File: src/rtl/stm1_tx_framer.sv
// STM-1 byte-parallel transmit framer: frame timing master, A1/A2/B1/B2 insertion, frame-synchronous scrambler.
// Define STM1TX_B2INS_EN to build the BIP-24 (B2) accumulators and overwrite row 4 cols 0-2 with B2.
module stm1_tx_framer #(
  parameter logic [7:0] A1VAL = 8'hF6,
  parameter logic [7:0] A2VAL = 8'h28
) (
  input  logic       clk19,
  input  logic       rst19,
  input  logic [7:0] pdi,
  output logic       sofreq,
  output logic [7:0] pdo,
  output logic       sofo
);

  // One clock of the x^7+x^6+1 scrambler, 8 bits MSB first: returns {next_state, key_byte}.
  function automatic logic [14:0] scr_step(input logic [6:0] s);
    logic [6:0] st;
    logic [7:0] key;
    st = s;
    for (int i = 7; i >= 0; i--) begin
      key[i] = st[6];
      st     = {st[5:0], st[6] ^ st[5]};
    end
    return {st, key};
  endfunction

  logic [3:0] r_row;
  logic [8:0] r_col;
  logic       w_sof_pos;

  logic [7:0] r_b1_acc;
  logic [7:0] r_b1_latch;

  always_ff @(posedge clk19 or negedge rst19) begin
    if (!rst19) begin
      r_row <= 4'd0;
      r_col <= 9'd0;
    end else if (r_col == 9'd269) begin
      r_col <= 9'd0;
      r_row <= (r_row == 4'd8) ? 4'd0 : r_row + 4'd1;
    end else begin
      r_col <= r_col + 9'd1;
    end
  end

  assign w_sof_pos = (r_row == 4'd0) && (r_col == 9'd0);
  assign sofreq    = w_sof_pos;

`ifdef STM1TX_B2INS_EN
  logic [1:0]  r_k;
  logic [1:0]  r_s1_k;
  logic [23:0] r_b2_acc;
  logic [23:0] r_b2_latch;
  logic [7:0]  w_b2_ins;
  logic        w_b2_incl;
  logic [23:0] w_b2_contrib;

  // Column modulo 3 selects the BIP-24 lane; 270 is a multiple of 3 so lanes realign every row.
  always_ff @(posedge clk19 or negedge rst19) begin
    if (!rst19) begin
      r_k <= 2'd0;
    end else if (r_col == 9'd269 || r_k == 2'd2) begin
      r_k <= 2'd0;
    end else begin
      r_k <= r_k + 2'd1;
    end
  end

  always_comb begin
    case (r_col[1:0])
      2'd0:    w_b2_ins = r_b2_latch[7:0];
      2'd1:    w_b2_ins = r_b2_latch[15:8];
      default: w_b2_ins = r_b2_latch[23:16];
    endcase
  end
`endif

  logic [7:0] w_s1_byte;

  always_comb begin
    w_s1_byte = pdi;
    if (r_row == 4'd0 && r_col < 9'd3)
      w_s1_byte = A1VAL;
    else if (r_row == 4'd0 && r_col < 9'd6)
      w_s1_byte = A2VAL;
    else if (r_row == 4'd1 && r_col == 9'd0)
      w_s1_byte = r_b1_latch;
`ifdef STM1TX_B2INS_EN
    else if (r_row == 4'd4 && r_col < 9'd3)
      w_s1_byte = w_b2_ins;
`endif
  end

  // Stage 1: overhead-inserted byte plus the frame position it belongs to.
  logic [7:0] r_s1_byte;
  logic [3:0] r_s1_row;
  logic [8:0] r_s1_col;
  logic       r_s1_vld;

  always_ff @(posedge clk19 or negedge rst19) begin
    if (!rst19) begin
      r_s1_byte <= 8'h00;
      r_s1_row  <= 4'd0;
      r_s1_col  <= 9'd0;
      r_s1_vld  <= 1'b0;
    end else begin
      r_s1_byte <= w_s1_byte;
      r_s1_row  <= r_row;
      r_s1_col  <= r_col;
      r_s1_vld  <= 1'b1;
    end
  end

`ifdef STM1TX_B2INS_EN
  always_ff @(posedge clk19 or negedge rst19) begin
    if (!rst19) r_s1_k <= 2'd0;
    else        r_s1_k <= r_k;
  end
`endif

  logic        w_s1_sof;
  logic        w_scr_bypass;
  logic        w_scr_start;
  logic [6:0]  r_scr;
  logic [6:0]  w_seed;
  logic [14:0] w_scr;
  logic [7:0]  w_pdo_next;

  assign w_s1_sof     = r_s1_vld && (r_s1_row == 4'd0) && (r_s1_col == 9'd0);
  assign w_scr_bypass = (r_s1_row == 4'd0) && (r_s1_col < 9'd9);
  assign w_scr_start  = (r_s1_row == 4'd0) && (r_s1_col == 9'd9);
  assign w_seed       = w_scr_start ? 7'h7F : r_scr;
  assign w_scr        = scr_step(w_seed);
  assign w_pdo_next   = w_scr_bypass ? r_s1_byte : (r_s1_byte ^ w_scr[7:0]);

  // Stage 2: scrambled output; frame-end latch and accumulator reload share the first-byte cycle.
  always_ff @(posedge clk19 or negedge rst19) begin
    if (!rst19) begin
      pdo        <= 8'h00;
      sofo       <= 1'b0;
      r_scr      <= 7'h7F;
      r_b1_acc   <= 8'h00;
      r_b1_latch <= 8'h00;
    end else begin
      pdo  <= w_pdo_next;
      sofo <= w_s1_sof;
      if (!w_scr_bypass)
        r_scr <= w_scr[14:8];
      if (r_s1_vld) begin
        r_b1_acc <= (w_s1_sof ? 8'h00 : r_b1_acc) ^ w_pdo_next;
        if (w_s1_sof)
          r_b1_latch <= r_b1_acc;
      end
    end
  end

`ifdef STM1TX_B2INS_EN
  assign w_b2_incl = !((r_s1_row < 4'd3) && (r_s1_col < 9'd9));

  always_comb begin
    w_b2_contrib = 24'h0;
    if (w_b2_incl) begin
      case (r_s1_k)
        2'd0:    w_b2_contrib = {16'h0, r_s1_byte};
        2'd1:    w_b2_contrib = {8'h0, r_s1_byte, 8'h0};
        default: w_b2_contrib = {r_s1_byte, 16'h0};
      endcase
    end
  end

  always_ff @(posedge clk19 or negedge rst19) begin
    if (!rst19) begin
      r_b2_acc   <= 24'h0;
      r_b2_latch <= 24'h0;
    end else if (r_s1_vld) begin
      r_b2_acc <= (w_s1_sof ? 24'h0 : r_b2_acc) ^ w_b2_contrib;
      if (w_s1_sof)
        r_b2_latch <= r_b2_acc;
    end
  end
`endif

endmodule

File: config.mk
export PLATFORM = sky130hd
export DESIGN_NAME = stm1_tx_framer
export DESIGN_NICKNAME = d
export VERILOG_FILES = /design/src/rtl/stm1_tx_framer.sv
export SDC_FILE = /design/constraint.sdc
export NUM_CORES = 1
export LEC_CHECK = 0
export CAP_MARGIN = 0
export CORE_MARGIN = 8
export CORE_UTILIZATION = 45
export DETAILED_ROUTE_END_ITERATION = 10
export PLACE_DENSITY = 0.64
export SLEW_MARGIN = 5
export SYNTH_ARGS = -nofsm -noshare
export SYNTH_HDL_FRONTEND = slang
export SYNTH_SLANG_ARGS = --single-unit
export TNS_END_PERCENT = 1
File: constraint.sdc
create_clock -name clk19 -period 5.6 [get_ports clk19]
set_input_delay 1.4 -clock clk19 [delete_from_list [all_inputs] [get_ports clk19]]
set_output_delay 1.4 -clock clk19 [all_outputs]
set_load 0.05 [all_outputs]
; ---- After elaboration in Yosys (flattened, before gate mapping)
; Index checks and enable logic that the tools add are counted.
[classes]
addsub = 2
magnitude_cmp = 3
eq_ne = 4
mux = 8
n_bitwise = 10
n_reduce_logical = 13
[ops]
columns = op, n
row1 = $mux 8, 5
row2 = $logic_not 9->1, 2
row3 = $xor 8x8->8, 2
row4 = $add 9x1->9 const B, 1
row5 = $eq 9x4->1 const B, 1
row6 = $eq 9x9->1 const B, 1
row7 = $lt 9x2->1 const B, 1
row8 = $lt 9x3->1 const B, 1
row9 = $lt 9x4->1 const B, 1
row10 = $mux 9, 1
row11 = $logic_and 1x1->1, 8
row12 = $logic_not 4->1, 2
row13 = $xor 1x1->1, 8
row14 = $mux 7, 1
row15 = $add 4x1->4 const B, 1
row16 = $eq 4x1->1 const B, 1
row17 = $eq 4x4->1 const B, 1
row18 = $mux 4, 1
row19 = $reduce_and 2->1, 1
[totals]
regBits = 67

; ---- Depth between registers and ports, before layout
[depth]
word_depth = 7
mapped_depth = 8
mapped_depth_nobuf = 7

; ---- Least setup slack after synthesis
; No wires, ideal clock.
[synth_path]
kind = register to output
from = reg r_col[7]
to = out sofreq
arrival_ns = 1.919
t_required_ns = 4.200
setup_slack_ns = 2.281
path_stages_with_launch = 4
cell_sequence = dfrtp_1 or4_4 or4b_1 and2b_1
[synth_via]
elab_chain_cells = 2
[synth_lines]
columns = element, line_no
row1 = from (decl), 28  ; logic [8:0] r_col;
row2 = from (signal assigned), 42  ; r_col <= r_col + 9'd1;
row3 = $logic_not 9->1, 46  ; assign w_sof_pos = (r_row == 4'd0) && (r_col == 9'd0);
row4 = $logic_and 1x1->1, 46
row5 = to (decl), 10  ; output logic sofreq,
; No other way between the ends.

; ---- Worst setup path in the final report
; Same ends and word-level chain as after synthesis.

==> reports/qor.txt <==
======================================================================================
Status .................................................................. finished clean
Source-to-sink clock delay at the later pin of the worst-skew pair ......      0.34 ns
Cell Count Post-Placement ...............................................          401
Quantity of hold-fixing buffers added after cts .........................            0
Min-Delay Path Class .................................................... register to register
Final critical-path required period .....................................      4.27 ns
Transition time at the pin with the least slew margin ...................     0.918 ns
Worst Setup Path Type ................................................... register to output pin
Post-placement cell area ................................................   3460 sq um
Post-route cell area ....................................................   3690 sq um
Diode count .............................................................            0
Most common cell after layout, fill and taps aside ......................      dfrtp_1
Primary FF master, synth ................................................      dfrtp_1
Area used by multi-input combinational logic ............................   1410 sq um
Number of buffers added for setup after CTS .............................            0
Post-synthesis register bit count .......................................           67
Sum Neg Setup Slack .....................................................         0 ns
Tightest slew margin relative to the limit ..............................        38.8%
Maximum cell stage delay along the critical path ........................      0.80 ns
Post-route DRC violation count ..........................................            0
Number of enable flip-flop cells after synthesis ........................            0
Final worst-path cycle share ............................................        76.2%
Combined area of all synthesized cells ..................................   3200 sq um
Layout overhead on the synthesized area .................................        15.3%
Critical path, cell by cell ............................................. or4_4 > or4b_1 > and2b_1 > clkdlybuf4s50_1
Slowest library cell on the worst path .................................. clkdlybuf4s50_1
Number of buffers between clock root and the deepest sink ...............            2
Die boundary height .....................................................       100 um
WP data arrival .........................................................      2.87 ns
Number of global-route vias before repair ...............................         2356
Area occupied by registers ..............................................   1690 sq um
Peak VDD IR .............................................................     0.194 mV
Power per cell area .....................................................  285 nW/um^2
Clock tree root driver cell .............................................     clkbuf_8
First-pass GRT wire length ..............................................     11300 um
Number of distinct standard cells referenced by the synthesized netlist .           44
Commonest non-fill, non-tap cells in the layout ......................... dfrtp_1 (60), nand2_1 (23), nor2_1 (19), xnor2_1 (19), clkdlybuf4s50_1 (18)
Number of failing hold endpoints at the final stage .....................            0
Remaining antenna violation count .......................................            0
Die Area ................................................................  10100 sq um
Setup violation total in the final timing report ........................            0
Fillcell total ..........................................................          606
GRT Util Overall ........................................................        14.2%
Top Family by Delay on Critical Path .................................... simple AND/OR/NAND/NOR gates
Average wire per standard cell ..........................................      15.3 um
DRT Pass-1 Iters ........................................................            4
Number of buffer and inverter stages on the critical path ...............            1
Share of final-layout standard cells stronger than drive strength 1 .....        12.1%
Maximum number of pins on one net before global-route repair ............           68
Cells after synthesis ...................................................          299
Setup repair after global routing missed its margin .....................        false
CTS HTree Levels ........................................................            3
Leakage power total .....................................................      1.59 nW
Detailed Route Iter0 Violations .........................................          103
Max-cap viol count ......................................................            0
Number of clock buffers inserted by TritonCTS ...........................            9
Layout net count ........................................................          332
Vias per cell ...........................................................         5.56
Count of vias placed by the detailed router .............................         2317
Number of nets produced by synthesis ....................................          315
Number of port buffers ..................................................           19
Global placement routability congestion .................................        0.782
Final instance count without filler cells ...............................          417
Setup Skew ..............................................................   0.00683 ns
CTS clk-pin slew, worst paths ...........................................      0.08 ns
Routed WL ...............................................................      6370 um
Synth warnings ..........................................................            0
Total global routing overflow ...........................................            0
Clock tree from TritonCTS ...............................................        built
Cells resized by post-CTS repair ........................................            0
Highest clock rate ......................................................      234 MHz
Sequential area share after synthesis ...................................        52.7%
Number of I/O pins ......................................................           20
Core Footprint ..........................................................   6830 sq um
Sort of element at the start of the critical path .......................     register
DIE WIDTH ...............................................................       100 um
Largest fanout of any net on the critical path ..........................            4
Post-synthesis average cell area ........................................   10.7 sq um
Dpl hpwl ................................................................      4140 um
Share of async-settable or async-resettable flops after synthesis .......         100%
Crit path capture type ..................................................   output pin
Std cell rows ...........................................................           30
Number of slew-limit violations in the final report .....................            0
Required time reported for the critical path endpoint ...................      4.20 ns
CTS Sinks ...............................................................           67
Initial antenna violation count .........................................            0
Initial Util ............................................................        46.8%
======================================================================================
[stage by stage]
| stage | power, W | utilization, % | hold slack [ns] | setup WS [ns] |
|---|---|---|---|---|
| after floorplan | 0.000579 | - | 0.352 | 2.28 |
| after global placement | 0.000610 | 50.6 | 0.404 | 1.71 |
| after detailed placement | 0.000614 | 50.6 | 0.422 | 1.71 |
| after CTS | 0.00107 | 54.0 | 0.439 | 1.30 |
| after global routing | 0.00110 | 54.0 | 0.463 | 1.23 |
| final | 0.00105 | 54.0 | 0.435 | 1.33 |
[flip-flops by register name, summed over array words and instances (netlist names), 4 cells and up]
signal	flops
r_row	4
pdo	8
r_b1_latch	8
r_s1_row	4
r_s1_byte	8
r_col	9
r_b1_acc	8
r_s1_col	9
r_scr	7
[worst reg2reg max path, cell delays in order (launching register included)]
cell and delay [ns]:
dfrtp_1 0.38, nor4_1 0.75, and4_1 0.92, o21ai_0 0.32
a2111oi_0 0.48, a221o_1 0.18
[cell families after synthesis]
kind of cell	share of synthesized area [%]
adders and majority gates	2.35
buffers and inverters	3.33
AOI/OAI and AO/OA	15.1
muxes	5.71
and+or+nand+nor	14.1
DFF	52.7
other	0.117
xor gates and xnor gates	6.58
[power by group]
part	internal [W]	switching (W)
Sequential	0.000506	0.0000207
Combinational	0.0000360	0.0000409
Clock	0.000262	0.000186
Total	0.000804	0.000247
[synthesized netlist by cell type, types with 5 or more instances]
cell,instances,area [sq um]
a21oi_1,16,80.1
a31oi_1,6,37.5
xnor2_1,19,166
and3_1,6,37.5
o31ai_1,7,52.6
mux2_2,10,113
a2111oi_0,6,52.6
a221o_1,6,60.1
dfstp_2,7,184
or3_1,8,50.1
nand2_1,23,86.3
ha_1,6,75.1
mux2i_1,7,70.1
dfrtp_1,60,1500
nor2_1,19,71.3
xor2_1,5,43.8
nand4_1,5,31.3
o211ai_1,6,45.0
o21ai_0,17,85.1
clkbuf_1,14,52.6
inv_1,13,48.8
[cell type report]
type	instances	area share [%]
Sequential cell	67	45.7
Multi-Input combinational cell	204	38.1
Timing Repair Buffer	21	5.43
Clock buffer	10	3.73
Tap cell	96	3.26
Clock inverter	6	2.41
Inverter	13	1.32
[metal layers]
| metal | routed length [um] | global-route usage [%] | vias up |
|---|---|---|---|
| met2 | 3080 | 22.7 | 32 |
| li1 | - | - | 1117 |
| met1 | 2890 | 17.1 | 1158 |
| met3 | 289 | 4.78 | 10 |
| met5 | 0 | 0 | - |
| met4 | 112 | 5.70 | 0 |
[final timing paths]
path / startpoint / endpoint / slack [ns] / depth (start not counted)
max in group asynchronous: rst19 / r_col[1] / 3.85 / 2
setup / recovery: r_col[7] / sofreq / 1.33 / 4
min in group asynchronous: rst19 / r_b1_latch[5] / 1.23 / 2
hold reg to reg: r_row[1] / r_s1_row[1] / 0.44 / 0
setup reg to reg: r_s1_col[5] / r_b1_acc[7] / 2.51 / 5
hold / removal: r_row[1] / r_s1_row[1] / 0.44 / 0
Note: power is estimated with default switching activity, not from simulation.
